### config.mk
export PLATFORM = sky130hd
export DESIGN_NAME = alu_seq
export DESIGN_NICKNAME = d
export VERILOG_FILES = /design/src/rtl/alu_seq.sv
export SDC_FILE = /design/constraint.sdc
export NUM_CORES = 1
export LEC_CHECK = 0
export CELL_PAD_IN_SITES_DETAIL_PLACEMENT = 0
export CELL_PAD_IN_SITES_GLOBAL_PLACEMENT = 1
export CORE_UTILIZATION = 40
export CTS_CLUSTER_SIZE = 8
export DETAILED_ROUTE_END_ITERATION = 12
export PLACE_DENSITY_LB_ADDON = 0.12
export SYNTH_ARGS = -nofsm -noshare
export SYNTH_HDL_FRONTEND = slang
export SYNTH_SLANG_ARGS = --single-unit
### constraint.sdc
create_clock -name clk -period 1.9 [get_ports clk]
set_input_delay 0.57 -clock clk [delete_from_list [all_inputs] [get_ports clk]]
set_output_delay 0.57 -clock clk [all_outputs]
set_load 0.01 [all_outputs]
### src/rtl/alu_seq.sv
// Sequential ALU: single-cycle arithmetic/logic ops and iterative one-bit-per-clock
// shifts, with valid/ready handshakes on request and result.
module alu_seq #(
  parameter int WIDTH = 8
) (
  input  logic             clk,
  input  logic             rst_n,
  input  logic             in_valid,
  output logic             in_ready,
  input  logic [WIDTH-1:0] a,
  input  logic [WIDTH-1:0] b,
  input  logic [2:0]       op,
  output logic             out_valid,
  input  logic             out_ready,
  output logic [WIDTH-1:0] y,
  output logic             overflow,
  output logic             carry,
  output logic             zero,
  output logic             negative
);

  localparam int CW = (WIDTH > 2) ? $clog2(WIDTH) : 1;
  localparam logic [WIDTH-1:0] LP_NMAX = WIDTH'(WIDTH - 1);
  localparam int MSB = WIDTH - 1;

  typedef enum logic [1:0] {
    S_IDLE  = 2'd0,
    S_SHIFT = 2'd1,
    S_DONE  = 2'd2
  } state_t;

  state_t           r_state, w_state_next;
  logic [WIDTH-1:0] r_y, w_y_next;
  logic             r_ovf, w_ovf_next;
  logic             r_carry, w_carry_next;
  logic [CW-1:0]    r_cnt, w_cnt_next;
  logic [1:0]       r_sh, w_sh_next;

  logic             w_accept;
  logic [WIDTH:0]   w_sum;
  logic [WIDTH:0]   w_diff;
  logic [CW-1:0]    w_n;

  assign w_accept = in_valid && (r_state == S_IDLE);
  assign w_sum    = {1'b0, a} + {1'b0, b};
  assign w_diff   = {1'b0, a} - {1'b0, b};
  // Shift amounts at or beyond the word width saturate to WIDTH-1.
  assign w_n      = (b > LP_NMAX) ? LP_NMAX[CW-1:0] : b[CW-1:0];

  always_ff @(posedge clk or negedge rst_n) begin
    if (!rst_n) begin
      r_state <= S_IDLE;
      r_y     <= '0;
      r_ovf   <= 1'b0;
      r_carry <= 1'b0;
      r_cnt   <= '0;
      r_sh    <= 2'b00;
    end else begin
      r_state <= w_state_next;
      r_y     <= w_y_next;
      r_ovf   <= w_ovf_next;
      r_carry <= w_carry_next;
      r_cnt   <= w_cnt_next;
      r_sh    <= w_sh_next;
    end
  end

  always_comb begin
    w_state_next = r_state;
    w_y_next     = r_y;
    w_ovf_next   = r_ovf;
    w_carry_next = r_carry;
    w_cnt_next   = r_cnt;
    w_sh_next    = r_sh;
    case (r_state)
      S_IDLE: begin
        if (w_accept) begin
          w_ovf_next   = 1'b0;
          w_carry_next = 1'b0;
          w_state_next = S_DONE;
          case (op)
            3'b000: begin
              w_y_next     = w_sum[WIDTH-1:0];
              w_carry_next = w_sum[WIDTH];
              w_ovf_next   = (a[MSB] == b[MSB]) && (w_sum[MSB] != a[MSB]);
            end
            3'b001: begin
              w_y_next     = w_diff[WIDTH-1:0];
              w_carry_next = w_diff[WIDTH];
              w_ovf_next   = (a[MSB] != b[MSB]) && (w_diff[MSB] != a[MSB]);
            end
            3'b010:  w_y_next = a & b;
            3'b011:  w_y_next = a | b;
            3'b100:  w_y_next = a ^ b;
            default: begin
              // Shifts: load operand, then walk one bit per clock in SHIFT.
              w_y_next   = a;
              w_sh_next  = op[1:0];
              w_cnt_next = w_n;
              if (w_n != '0) w_state_next = S_SHIFT;
            end
          endcase
        end
      end
      S_SHIFT: begin
        case (r_sh)
          2'b01:   w_y_next = {r_y[WIDTH-2:0], 1'b0};
          2'b10:   w_y_next = {1'b0, r_y[WIDTH-1:1]};
          default: w_y_next = {r_y[WIDTH-1], r_y[WIDTH-1:1]};
        endcase
        w_cnt_next = r_cnt - CW'(1);
        if (r_cnt <= CW'(1)) begin
          w_cnt_next   = '0;
          w_state_next = S_DONE;
        end
      end
      S_DONE: begin
        if (out_ready) w_state_next = S_IDLE;
      end
      default: w_state_next = S_IDLE;
    endcase
  end

  assign in_ready  = (r_state == S_IDLE);
  assign out_valid = (r_state == S_DONE);
  assign y         = r_y;
  assign overflow  = r_ovf;
  assign carry     = r_carry;
  assign zero      = (r_y == '0);
  assign negative  = r_y[WIDTH-1];

endmodule

==> flow_results.org, run 1 <==
** Status
- The run finished, with violations left.
- Violations in the final reports :: negative setup slack

** Timing
- The number of failing hold endpoints at the final stage is 0.
- Slew at the pin with the worst max-slew slack :: 0.432 ns
- The count of pins over their slew limit came to 0.
- Counting I/O delays and the setup requirement, the final critical path takes 2.20 ns.
- Period Utilization, post-route :: 116%
- Setup repair after global routing missed its margin :: true
- For the final database, setup skew stands at 0.00155 ns.
- Number of failing setup endpoints in the final timing report :: 10
- Hold is met by 0.539 ns.
- Derived from the worst setup path, the maximum achievable clock frequency is 0.454 GHz.
- Worst slew slack as a fraction of its limit :: a little under three quarters
- In the post-route analysis, the smallest setup slack over all paths is -0.301 ns.

** Logic synthesis
- Synthesized netlist net count :: 364
- Of all flip-flops after synthesis, the portion carrying an async set or reset was 100%.
- Proportion of synthesized chip area in sequential cells :: 18.5%
- A synthesized cell averages 7.40 um^2.
- Counting flops and latches in the post-synthesis netlist gives 17.
- Among all flip-flop cells after synthesis, the most frequent one is dfrtp_1.
- Number of synthesized flops with an enable pin :: 0
- After synthesis, the netlist uses 58 different library cells.
- After synthesis the cells add up to 2290 um^2.
- In the synthesized netlist, the number of instances is 310.
- For this run, the number of Yosys warnings is 0.

** Layout
- Antenna diode count :: 0
- Post-layout nets :: 494
- Area Overhead vs Synth :: 67.0%
- Final Instance Area :: 3830 um^2
- Fraction of layout cells with a size suffix above 1 :: 42.4%

** GRT
- For met3 alone, demand over resource in global routing was 2.47%.
- The first global-routing pass estimated 12.5 mm of wire.
- Global routing consumed, over all layers together, approximately 26% of the routing resources.
- Global route overflow :: 0
- The initial antenna violation count came to 0.
- Most crowded layer after global routing :: met2
- Largest net degree at the start of global routing :: 18
- Met1 Usage GRT :: 33.3%
- Met2 usage :: a little under half
- The via count of the first global-routing pass was 2737.

** Detailed routing
- The first detailed-routing pass ran for 4 iterations.
- In this run the remaining antenna-violating nets after routing total 0.
- Dividing the detail-routed via count by the number of cells gives 5.30.
- The first routing iteration left 112 violations.
- Routed vias :: 2706
- # DRC :: 0
- Dividing the detail-routed wire length by the instance count gives 14.5 um.
- The routed design has 7.43 mm of wire.

** Pwr
- Across the VDD grid, the largest voltage drop is 470 uV.
- In this run the power density over the cells is 764 nW/um^2.
- In this run the static leakage power is approximately 1.8 nW.

** Clock network
- Clock-pin transition on the worst setup and hold timing paths :: 0.07 ns
- Clock Sinks :: 17
- Clock tree synthesis selected as its root buffer the cell clkbuf_8.
- The later pin in the worst-skew pair is clocked with a latency of about 0.25 ns.
- In this run the deepest clock path goes through 2 buffers.
- In this run the number of H-tree levels came out at 1.
- TritonCTS built the clock tree.
- Num CTS Buffers :: 3

** Placement
- Cell area after placement :: 3480 um^2
- Number of buffers inserted by port buffering :: 36
- Final Wtd Congestion :: 0.931
- Half-perimeter wire length of the detailed placement result :: between 5 and 6 mm

** Setup path
- Worst Path Max Fanout :: 2
- Kind of launch point of the worst setup path :: primary input
- At the worst endpoint, the arrival time is 2.38 ns.
- Critical path start-end classification :: in -> reg
- STA classifies the critical path endpoint as a register.
- Required time reported for the critical path endpoint :: 2.08 ns
- The worst register-to-register path has a setup slack of 0.14 ns.

** Floorplanning
- The floorplan step defined a die boundary enclosing ~6000 um^2.
- The floorplan has 27 rows.
- Pin placement for this block handled 37 I/O pins.
- Die outline width :: 77.7 um
- Effective utilization at floorplan :: 41.6%
- Die Span Y :: 77.7 um
- Area of the core :: 5510 um^2

** Flow run
- Max Cap Violations :: 0

** Min path
- Class of the most critical hold timing path :: reg -> reg
-- where the power goes --
part           internal, mW  switching, mW  leakage (nW)
clock                 0.149          0.120        0.0228
sequential            0.531         0.0943         0.203
combinational          1.04          0.993          1.54
total                  1.72           1.21          1.76
-- routing by layer --
layer	part of all wire, %	wire, um
met1	45	3320
met2	51	3770
met3	3.7	273
met4	0.85	63
met5	0	0
-- critical path: stages --
cell and delay [ns]:
buf_12 0.11, inv_12 0.04, ha_4 0.13, inv_2 0.04, fa_2 0.33, nor2b_4 0.14
o21bai_4 0.15, buf_6 0.12, nand2b_4 0.05, a221o_1 0.32, a21oi_2 0.15, a31oi_1 0.09
o21ai_1 0.15
-- synthesized netlist by cell type, types with 2 or more instances --
master	instances	share of area (%)
o21bai_1	2	0.65
o211ai_1	3	0.98
a31oi_1	3	0.82
dfrtp_1	17	19
nand2_1	21	3.4
inv_1	32	5.2
o221ai_1	2	0.76
clkbuf_1	8	1.3
o21ai_1	6	1.3
a22oi_1	3	0.98
buf_6	2	0.98
nand3_1	11	2.4
o21ai_0	27	5.9
xnor2_1	3	1.1
ha_1	29	16
nand4_1	2	0.55
nor3_1	7	1.5
buf_2	2	0.44
or4_1	2	0.65
o22ai_1	3	0.82
a21oi_1	30	6.5
fa_1	2	1.7
xor2_1	3	1.1
a311oi_1	2	0.76
nor2_1	33	5.4
o21a_1	5	1.6
and2_1	4	1.1
nor2b_1	4	1.1
nand2b_1	5	1.4
nor4_1	3	0.82
a221o_1	2	0.87
a211oi_2	2	1.1
buf_4	4	1.3
o211ai_2	2	1.1
-- flip-flops by register name, indices dropped and copies added (netlist names) --
signal and count:
carry 1, overflow 1, r_cnt 3, r_sh 2, r_state 2, y 8
-- placed cells by master (no fill, tap or decap), types with 3 or more instances in the layout --
cell type / instances
a22oi_1: 3
clkdlybuf4s15_1: 3
clkdlybuf4s50_1: 14
clkbuf_2: 3
o21a_1: 5
nand2b_4: 3
a21oi_1: 22
a21oi_2: 7
dfrtp_1: 16
nor2_1: 30
dlygate4sd2_1: 9
o22ai_1: 3
ha_1: 16
ha_2: 5
nand2_1: 21
buf_6: 7
nor3_1: 5
buf_4: 98
inv_2: 12
clkbuf_8: 3
a31oi_1: 3
o211ai_1: 3
xor2_1: 3
o21ai_1: 11
and2_1: 4
ha_4: 8
nor2b_1: 3
nand3_1: 9
o21ai_0: 20
inv_1: 19
-- worst paths after layout --
path / cells past startpoint / endpoint / from
worst min register to register: 2 / carry / carry
worst max-delay path: 13 / y[4] / a[0]
worst max register to register: 10 / y[5] / r_sh[0]
max in group asynchronous: 2 / r_state[0] / rst_n
min in group asynchronous: 2 / r_cnt[0] / rst_n
worst min-delay path: 2 / carry / carry
-- logic make-up after synthesis --
group | count (synthesis) | synth area share, %
buffers and inverters | 48 | 9.27
AO/OA/AOI/OAI | 103 | 28.7
AND/OR/NAND/NOR | 102 | 21.7
flip-flops | 17 | 18.5
adder cells (fa/ha/maj) | 31 | 17.6
XOR/XNOR | 6 | 2.29
multiplexers | 3 | 1.91
-- cell type report --
| class | count | area [um^2] |
|---|---|---|
| Timing Repair Buffer | 141 | 1160 |
| Sequential cell | 17 | 427 |
| Tap cell | 72 | 90.1 |
| Clock buffer | 4 | 45.0 |
| Multi-Input combinational cell | 245 | 1970 |
| Fill cell | 464 | 1680 |
| Inverter | 32 | 133 |
-- through the flow --
step	TNS, ns	power (mW)	setup slack [ns]	util [%]	std cells
after floorplan	-1.48	1.63	-0.288	-	310
after global placement	-11.29	2.47	-0.986	63.1	498
after detailed placement	-11.85	2.51	-1.00	63.1	498
after CTS	-2.43	2.87	-0.470	68.1	509
after global routing	-2.67	3.18	-0.416	69.6	511
final	-1.72	2.93	-0.301	69.6	511
-- what timing repair did --
| action | CTS | global route |
|---|---|---|
| pin swaps | 39 | 37 |
| setup buffers | 8 | 4 |
| hold buffers | 0 | 0 |
| resized for setup | 90 | 30 |
| hold endpoints to repair | 0 | 0 |
| setup endpoints to repair | 20 | 15 |
Note: power is estimated with default switching activity, not from simulation.
==> inputs of run 2 (changes only) <==
--- a/config.mk
+++ b/config.mk
@@ -10,7 +10,7 @@
 export CORE_UTILIZATION = 40
 export CTS_CLUSTER_SIZE = 8
 export DETAILED_ROUTE_END_ITERATION = 12
-export PLACE_DENSITY_LB_ADDON = 0.12
+export PLACE_DENSITY = 0.9
 export SYNTH_ARGS = -nofsm -noshare
 export SYNTH_HDL_FRONTEND = slang
 export SYNTH_SLANG_ARGS = --single-unit
==> run 2 against run 1 <==
  * Die area stayed put
  * Maximum frequency is 1.2% lower
  * Sequential cell count stayed put
  * Routed wire length is 10% higher
  * Non-clock buffer count is 13 higher
  * The flow still finishes with violations (negative setup slack)
  * Setup slack worse by 0.026 ns
  * Worst hold slack better by 0.013 ns
  * Count of clock-buffer cells in the layout stayed put
  * Clock power is 2% higher
  * Combinational power is 7% higher
==> flow_results.org, run 2 (same netlist as run 1, synthesis figures left out) <==
** Status
- Run status :: finished, violations left
- The checks that failed: negative setup slack.

** Detailed routing
- Via density :: 5.54 (+4.5%)
- Wire per inst :: 15.6 um (+7.4%)
- Post-route ant nets :: 0 (unchanged)
- The via total after detailed routing came to 2901 (+7.2%).
- The highest metal layer carrying signal wires in the routed design is met4.
- The number of design rule violations left after detail routing is 0 (unchanged).
- Met3 wire length :: 364 um (+33%)
- The violation count after the first detailed-routing iteration was 187 (+67%).
- The length of the first detailed-routing pass in iterations is 5 (+1).
- The post-detailed-routing wire length was 8.18 mm (+10%).
- Routed wire length on met2 :: 4.27 mm (+13%)
- Routed metal-1 wire length :: 3.43 mm (+3.4%)

** Clock network
- The buffer levels on the longest clock path was 2 (unchanged).
- The number of buffers created by CTS is 3 (unchanged).
- The clock edge transition at the registers on the reported setup and hold paths came to 0.07 ns (about the same).
- The clock network latency to the later pin of the worst-skew pair was 0.25 ns (about the same).
- Clock Sinks :: 17 (unchanged)
- TritonCTS clock tree :: built
- The number of H-tree branching levels is 1 (unchanged).
- The cts-stage hold buffer count came to 0 (unchanged).
- The tree is rooted in a clkbuf_8.

** Floorplanning
- Area of the core :: 5510 um^2 (unchanged)
- The initial cell density of the core came to 41.6% (unchanged).
- The die extent in x was 77.7 um (unchanged).
- Area of the die :: 6040 um^2 (unchanged)
- The boundary pin count is 37 (unchanged).
- The y dimension of the die was 77.7 um (unchanged).
- Row cnt :: 27 (unchanged)

** Layout
- Area Overhead vs Synth :: 77.1%
- The final cell area excluding filler cells is 4060 um^2 (+6.0%).
- Commonest cells after routing, fill and taps aside :: 98 x buf_4, 27 x nor2_1, 24 x buf_6, 23 x a21oi_1, 21 x nand2_1
- The flip-flop count of the largest register after layout was 8 (unchanged).
- Antenna diode count :: 0 (unchanged)
- Most common cell after layout, fill and taps aside :: buf_4
- The post-layout net count is 507 (+2.6%).
- The fraction of final layout cells sized beyond drive strength 1 came to 46.7% (+4.3 points).

** Placement
- The total half-perimeter wirelength after legalization and detailed placement came to 5.73 mm (-0.40%).
- The instance area after placement is 3450 um^2 (-0.86%).
- The pre-CTS setup slack was -0.994 ns (+0.00746 ns).
- Final Wtd Congestion :: 0.873 (-6.3%)
- Number of buffers inserted by port buffering :: 36 (unchanged)

** GRT
- The total track usage is 26.9% (+0.98 points).
- Number of global-route vias before repair :: 2749 (+0.44%)
- Number of antenna violations at the first check in global routing :: 0 (unchanged)
- The maximum number of pins on one net before global-route repair was 18 (unchanged).
- Global route overflow :: 0 (unchanged)
- The first-pass GRT wire length is 13.0 mm (+4.0%).

** Timing
- The worst setup slack after layout is -0.327 ns (-0.0262 ns).
- The actual transition at the worst max-transition pin came to 0.624 ns (+0.192 ns).
- The max-slew headroom at the worst pin was 57.9% (-13 points).
- The final sum of negative setup slack is -1.98 ns (-0.254 ns).
- Count of final hold-check violations :: 0 (unchanged)
- The count of pins over their slew limit is 0 (unchanged).
- Period Utilization, post-route :: 117% (+1.4 points)
- Number of failing setup endpoints in the final timing report :: 10 (unchanged)
- Setup repair after global routing could not meet its margin everywhere.
- Max Clock Skew :: 0.00228 ns (+0.000729 ns)
- Hold WS :: 0.552 ns (+0.0128 ns)
- Final Critical Period :: 2.23 ns (+0.0262 ns)
- Fmax :: 0.449 GHz (-1.2%)

** Pwr
- The cell area power density was 758 nW/um^2 (-0.77%).
- The final total power came to 3.08 mW (+5.2%).
- The static leakage power was 1.84 nW (+4.2%).
- The highest ir drop seen on vdd was 533 uV (+13%).

** Setup path
- Critical path start-end classification :: in -> reg
- STA classifies the critical path startpoint as a primary input.
- The worst setup path is captured at a register.
- The worst path required time was 2.08 ns (about the same).
- The worst path arrival time is 2.41 ns (+0.03 ns).
- The peak fanout along the critical path is 2 (unchanged).

** Flow run
- The number of maximum-capacitance constraint violations is 0 (unchanged).

** Min path
- The min-delay analysis places its worst path in the category reg -> reg.
[run 2: cell count changes in the layout (fill, tap and decap cells not counted), moves of 2 or more]
cell	before	now
o211ai_2	2	0
a21oi_2	7	4
a21oi_4	1	3
nor2_1	30	27
buf_6	7	24
nor2_2	2	4
dlygate4sd2_1	9	6
nand3_4	0	2
inv_1	19	17
o21ai_2	2	5
o211ai_4	0	2
ha_1	16	14
[run 2: critical path, cell delays in order]
cell and delay, ns:
buf_12 0.09, inv_12 0.03, ha_4 0.15, inv_2 0.04
fa_2 0.18, nor2b_4 0.16, o21bai_4 0.08, a221o_1 0.36
buf_4 0.15, o211ai_1 0.16, a21oi_1 0.06, o221a_1 0.24
o21ai_2 0.14
[run 2: final cells by class]
| type | instances | area [um^2] |
|---|---|---|
| fillers | 392 | 1450 |
| flip-flops and latches | 17 | 427 |
| clock buffers | 4 | 45.0 |
| inverters | 32 | 140 |
| well taps | 72 | 90.1 |
| multi-input cells | 245 | 2050 |
| repair buffers | 154 | 1310 |
[run 2: layer usage]
layer  up-vias  global-route usage, %
met1      1393                   34.2
li1       1381                      -
met5         -                      0
met4         0                   7.36
met3        15                   1.65
met2       112                   48.8
[run 2: final timing paths]
check	start	endpoint	slack, ns	cells after the start
worst max-delay path	a[0]	y[6]	-0.33	13
worst min-delay path	r_cnt[1]	r_cnt[1]	0.55	2
worst max register to register	r_sh[0]	y[7]	0.08	8
worst min register to register	r_cnt[1]	r_cnt[1]	0.55	2
max in group asynchronous	rst_n	r_state[0]	1.05	2
min in group asynchronous	rst_n	r_state[1]	0.65	2
[run 2: stage by stage]
stage                     util (%)  instances
after detailed placement      62.6        494
after CTS                     70.0        514
final                         73.8        524
after floorplan                  -        310
after global placement        62.6        494
after global routing          73.8        524
[run 2: repair_timing]
| item | in CTS | in global routing |
|---|---|---|
| endpoints found under the setup margin | 17 | 16 |
| pin swaps | 53 | 42 |
| resized for setup | 115 | 50 |
| setup buffers | 16 | 12 |
[run 2: power breakdown]
part	switching (mW)	internal, mW
Sequential	0.0990	0.532
Clock	0.126	0.149
Combinational	1.06	1.11
==> RTL change 1: new RTL, settings of run 2 <==
Make the reset (`rst_n`) synchronous in one clocked block.
--- a/src/rtl/alu_seq.sv
+++ b/src/rtl/alu_seq.sv
@@ -47,7 +47,7 @@
   // Shift amounts at or beyond the word width saturate to WIDTH-1.
   assign w_n      = (b > LP_NMAX) ? LP_NMAX[CW-1:0] : b[CW-1:0];
 
-  always_ff @(posedge clk or negedge rst_n) begin
+  always_ff @(posedge clk) begin
     if (!rst_n) begin
       r_state <= S_IDLE;
       r_y     <= '0;
Function: differs if rst_n is asserted again (counterexample within 4 cycles, from zero or initial values and one cycle with rst_n low); with rst_n held inactive, the same outputs for 10 cycles.
==> RTL change 1 against run 2 <==
- the run still ends with setup timing left
- synthesized area decreased by 1.6%
- synthesized cell count fell by 0.32%
- routed wire length down 3.8%
- cell area fell by 7.7%
- via count is 3.2% lower
- first-iteration DRC count shrank 5.9%
- setup slack improved by 0.054 ns
- sequential cell count unchanged
- critical path type unchanged
- critical endpoint is now y[1]
Power is not compared: it rests on default switching activity, and its combinational part moved more than twofold at a synthesized area within 25%.
==> RTL change 1: results (changes against run 2) <==
- Status: finished with violations (unchanged)
- Failing checks: setup timing (unchanged)
- Cell variety after synth: 54 (was 58)
- Synth top cells by count: a21oi_1, ha_1, inv_1, o21ai_0, nand2_1 (was nor2_1, inv_1, a21oi_1)
- Final setup margin: -0.272 ns (was -0.327 ns)
- Largest net degree at the start of global routing: 15 (was 18)
- DR vias/cell: 5.59 (was 5.54)
- Global Route Usage Sum: 0.261 (was 0.269)
- M3 GR Usage: 0.0298 (was 0.0165)
- Complex-gate fraction of the synthesized area: 0.329 (was 0.287)
- Layout cells sized above 1: 0.417 (was 0.467)
- Final setup violation count: 14 (was 10)
- Post-CTS setup buffers: 13 (was 16)
- Layout Skew: 0.00446 ns (was 0.00228 ns)
- Post_cts resized: 89 (was 115)
- Sequential share of the synthesized area: 0.151 (was 0.185)
- Nets@finish: 486 (was 507)
- First-pass GRT wire length: 12.6 mm (was 13.0 mm)
- Synth area leaders: ha_1, dfxtp_1, a21oi_1 (was dfrtp_1, ha_1, a21oi_1)
- Critical path arrival: 2.31 ns (was 2.41 ns)
- Met3 wire length: 466 um (was 364 um)
- Met1 Wirelength: 3.21 mm (was 3.43 mm)
- Met2 usage: 0.455 (was 0.488)
- Post-Synth XOR/XNOR Area: 0.0272 (was 0.0229)
- Crit-path max FO: 3 (was 2)
- Initial drt markers: 176 (was 187)
RTL change 1: report_power, final:
group          internal [mW]  switching (mW)  leakage, nW
registers              0.394          0.0252        0.141
clock network          0.146           0.136       0.0255
logic                  0.534           0.488         1.48
RTL change 1: cells by family (layout without fill, tap and decap cells):
group	count (synthesis)	after routing
AOI/OAI and AO/OA	112	112
and+or+nand+nor	94	94
DFF	17	17
adders and majority gates	30	30
muxes	3	3
buffers and inverters	46	169
xor gates and xnor gates	7	7
RTL change 1: layout make-up:
| type | count | area [um2] |
|---|---|---|
| Clock buffer | 3 | 41.3 |
| Fill cell | 412 | 1520 |
| Tap cell | 70 | 87.6 |
| Multi-Input combinational cell | 246 | 1980 |
| Timing Repair Buffer | 138 | 1160 |
| Inverter | 27 | 139 |
| Clock inverter | 1 | 5.00 |
| Sequential cell | 17 | 342 |
RTL change 1: metrics by stage:
stage	worst slack [ns]	util	setup TNS, ns	cells	area, um2
after floorplan	-0.351	-	-1.37	309	2380
after detailed placement	-1.02	0.642	-11.82	484	3380
after global placement	-0.985	0.642	-11.18	484	3380
final	-0.272	0.711	-1.59	502	3750
after CTS	-0.267	0.692	-1.69	501	3640
after global routing	-0.314	0.711	-2.69	502	3750
RTL change 1: worst max-delay path, cell delays in order:
cell,delay [ns]
buf_6,0.10
buf_6,0.12
buf_12,0.12
fa_2,0.51
inv_1,0.03
mux4_2,0.46
nor2_2,0.14
a311oi_1,0.06
a21oi_1,0.12
a21oi_1,0.07
RTL change 1: worst paths after layout:
check / slack, ns / endpoint / start / cells after the start
worst max-delay path: -0.27 / y[1] / b[1] / 10
worst min-delay path: 0.51 / r_sh[1] / r_sh[1] / 2
worst max register to register: 0 / y[6] / r_sh[0] / 7
worst min register to register: 0.51 / r_sh[1] / r_sh[1] / 2
==> RTL change 2: new RTL, config.mk and constraints of run 2 <==
Made on the original files. The parameter `WIDTH` goes from 8 to 32.
--- a/src/rtl/alu_seq.sv
+++ b/src/rtl/alu_seq.sv
@@ -1,7 +1,7 @@
 // Sequential ALU: single-cycle arithmetic/logic ops and iterative one-bit-per-clock
 // shifts, with valid/ready handshakes on request and result.
 module alu_seq #(
-  parameter int WIDTH = 8
+  parameter int WIDTH = 32
 ) (
   input  logic             clk,
   input  logic             rst_n,
Interface: changed (resized a, b and y); port bits go from 37 to 109. The function was not compared with the original's and may differ.
==> RTL change 2 against run 2 <==
- the flow still finishes with violations (setup timing)
- critical path type unchanged
- utilization grew 2.0 points
- power rose to 3.9 times the old value
- clock power rose to 3.2 times the old value
- sequential cell count is 26 higher
- routed wire length grew to 5.4 times the old value
- non-clock buffer count increased by 451
- setup slack got worse by 0.85 ns
- cell area rose to 3.8 times the old value
- synthesized area rose to 3.6 times the old value
==> RTL change 2: results (changes against run 2) <==
- DR vias/cell: 6.31 (was 5.54)
- Post-Synth XOR/XNOR Area: 0.0235 (was 0.0229)
- Syn_nets: 1376 (was 364)
- Final GP Congestion: 1.02 (was 0.873)
- Clock-pin slew on the worst setup and hold paths: around 0.06 ns
- Flop-to-flop setup slack: -0.63 ns (was 0.08 ns)
- Layout cells sized above 1: 0.482 (was 0.467)
- CP startpoint: a[0] (unchanged)
- I/O Buffers: 108 (was 36)
- Global Route Usage Sum: 0.382 (was 0.269)
- CTS H-tree depth: 2 (was 1)
- Routed len/inst: 22.0 um (was 15.6 um)
- Number of flip-flops in the largest register: 32 (was 8)
- Adder-cell share of the synthesized area: 0.170 (was 0.176)
- Pre-CTS setup slack: -1.80 ns (was -0.994 ns)
- Fillers: 1368 (was 392)
- Max Slew Vio Count: 0 (unchanged)
- Crit-path max cell delay: 0.44 ns (was 0.36 ns)
- Critical path arrival: 3.23 ns (was 2.41 ns)
- Skew-Pair Late Insertion Delay: 0.29 ns (was 0.25 ns)
- Clock buffer depth: 2 (unchanged)
- Largest net degree at the start of global routing: 50 (was 18)
- Initial drt markers: 1531 (was 187)
- Number of synthesized flops with an enable pin: 0 (unchanged)
- First drt pass iteration count: 9 (was 5)
- Critical path endpoint: y[28] (was y[6])
- Failing checks: setup timing (unchanged)
- Ys Warns: 0 (unchanged)
- Placed Area: 13100 um2 (was 3450 um2)
- TritonCTS buffer count: 5 (was 3)
- Worst-Margin Slew: 0.645 ns (was 0.624 ns)
- Leak: 7.04 nW (was 1.84 nW)
- Vias in the first global route: 12304 (was 2749)
- First-pass GRT wire length: 64.3 mm (was 13.0 mm)
- Initial antenna violation count: 0 (unchanged)
- Top FF cell, synth: dfrtp_1 (unchanged)
- FFs w/ async S/R, synth: 1.00 (unchanged)
- Status: finished with violations (unchanged)
- Crit-path max FO: 3 (was 2)
- Post-synthesis mux area share: 0.00732 (was 0.0191)
- Worst-path cell with the longest stage delay: or3_4 (was a221o_1)
- Final setup violation count: 40 (was 10)
- Layout Skew: 0.00644 ns (was 0.00228 ns)
- R2R Path Start: r_sh[0] (unchanged)
- Worst r2r path cells: 9 (was 8)
- Synth area leaders: ha_1, dfrtp_1, a21oi_1 (was dfrtp_1, ha_1, a21oi_1)
- Nets@finish: 1908 (was 507)
- Maximum vdd drop: 0.594 mV (was 0.533 mV)
- Synth top cells by count: a21oi_1, o21ai_0, nor2_1 (was nor2_1, inv_1, a21oi_1)
- N_diodes: 0 (unchanged)
- Clock root cell: clkbuf_16 (was clkbuf_8)
- Cell variety after synth: 84 (was 58)
- Hold WC Path Type: input pin to asynchronous set/reset pin (was flop to flop)
- Complex-gate fraction of the synthesized area: 0.386 (was 0.287)
- Final setup margin: -1.18 ns (was -0.327 ns)
- RR Endpoint: y[27] (was y[7])
- Detail Placement HPWL: 30.2 mm (was 5.73 mm)
- Sequential share of the synthesized area: 0.131 (was 0.185)
-- RTL change 2: cell types whose count changed after synthesis, sizes merged, moves of 22 or more --
cell | run 2 | this run
a21oi | 30 | 143
a221oi | 0 | 25
clkbuf | 8 | 61
dfrtp | 17 | 43
ha | 29 | 108
inv | 32 | 107
nand2 | 21 | 89
nor2 | 34 | 112
nor3 | 7 | 29
nor4 | 3 | 25
o21ai | 34 | 125
-- RTL change 2: metrics by stage --
stage	util	std cells	setup TNS [ns]
after floorplan	-	1195	-20.46
after global placement	0.649	1925	-55.27
after detailed placement	0.649	1925	-57.00
after CTS	0.725	1983	-27.98
after global routing	0.758	1997	-32.91
final	0.758	1997	-30.33
-- RTL change 2: layout make-up --
class	instances	area (um2)	area share
tap	270	338	0.0221
clock buffer	6	139	0.00909
timing repair buffer	605	5100	0.334
sequential	43	1080	0.0705
clock inverter	1	5.00	0.000328
inverter	108	484	0.0317
multi-input combinational	964	8130	0.532
-- RTL change 2: worst max-delay path: cells and delay by family --
| family | cells | cell delay [ns] |
|---|---|---|
| AOI/OAI and AO/OA | 6 | 1.39 |
| and+or+nand+nor | 2 | 0.49 |
| adders and majority gates | 2 | 0.39 |
| buffers and inverters | 3 | 0.26 |
| xor gates and xnor gates | 1 | 0.13 |
-- RTL change 2: power breakdown --
part,switching [mW],internal [mW],total [mW]
clock,0.354,0.514,0.868
sequential,0.361,1.40,1.76
combinational,4.95,4.38,9.33
total,5.66,6.29,12.0
-- RTL change 2: how the worst min path moves through the flow --
stage	depth (start not counted)	start	end	slack (ns)
after floorplan	0	rst_n	carry	0.27
after global placement	1	r_cnt[3]	r_cnt[3]	0.51
after detailed placement	1	r_cnt[3]	r_cnt[3]	0.52
after CTS	2	rst_n	r_cnt[0]	0.38
after global routing	2	rst_n	y[5]	0.42
final	2	rst_n	y[6]	0.38
-- RTL change 2: logic make-up after synthesis --
family          after synthesis
compound gates              490
simple gates                336
buf+inv                     188
fa+ha+maj                   110
flops                        43
xor+xnor                     22
mux                           6
-- RTL change 2: routing by layer --
metal  wire length, um  share of wire  vias up  track usage
li1                  -              -     5445            -
met1             15700           0.36     5806        0.469
met2             19800           0.45     1039        0.626
met3              5070           0.12      302       0.0550
met4              3270          0.075        0        0.246
met5                 0              0        -            0
-- RTL change 2: repair_timing --
| action | 4_1_cts | 5_1_grt |
|---|---|---|
| pin swaps | 136 | 117 |
| endpoints found under the setup margin | 47 | 60 |
| gates resized for setup | 406 | 144 |
| hold buffers | 0 | 0 |
| setup buffers | 56 | 31 |
| hold endpoints to repair | 0 | 0 |
| cloned | 0 | 1 |
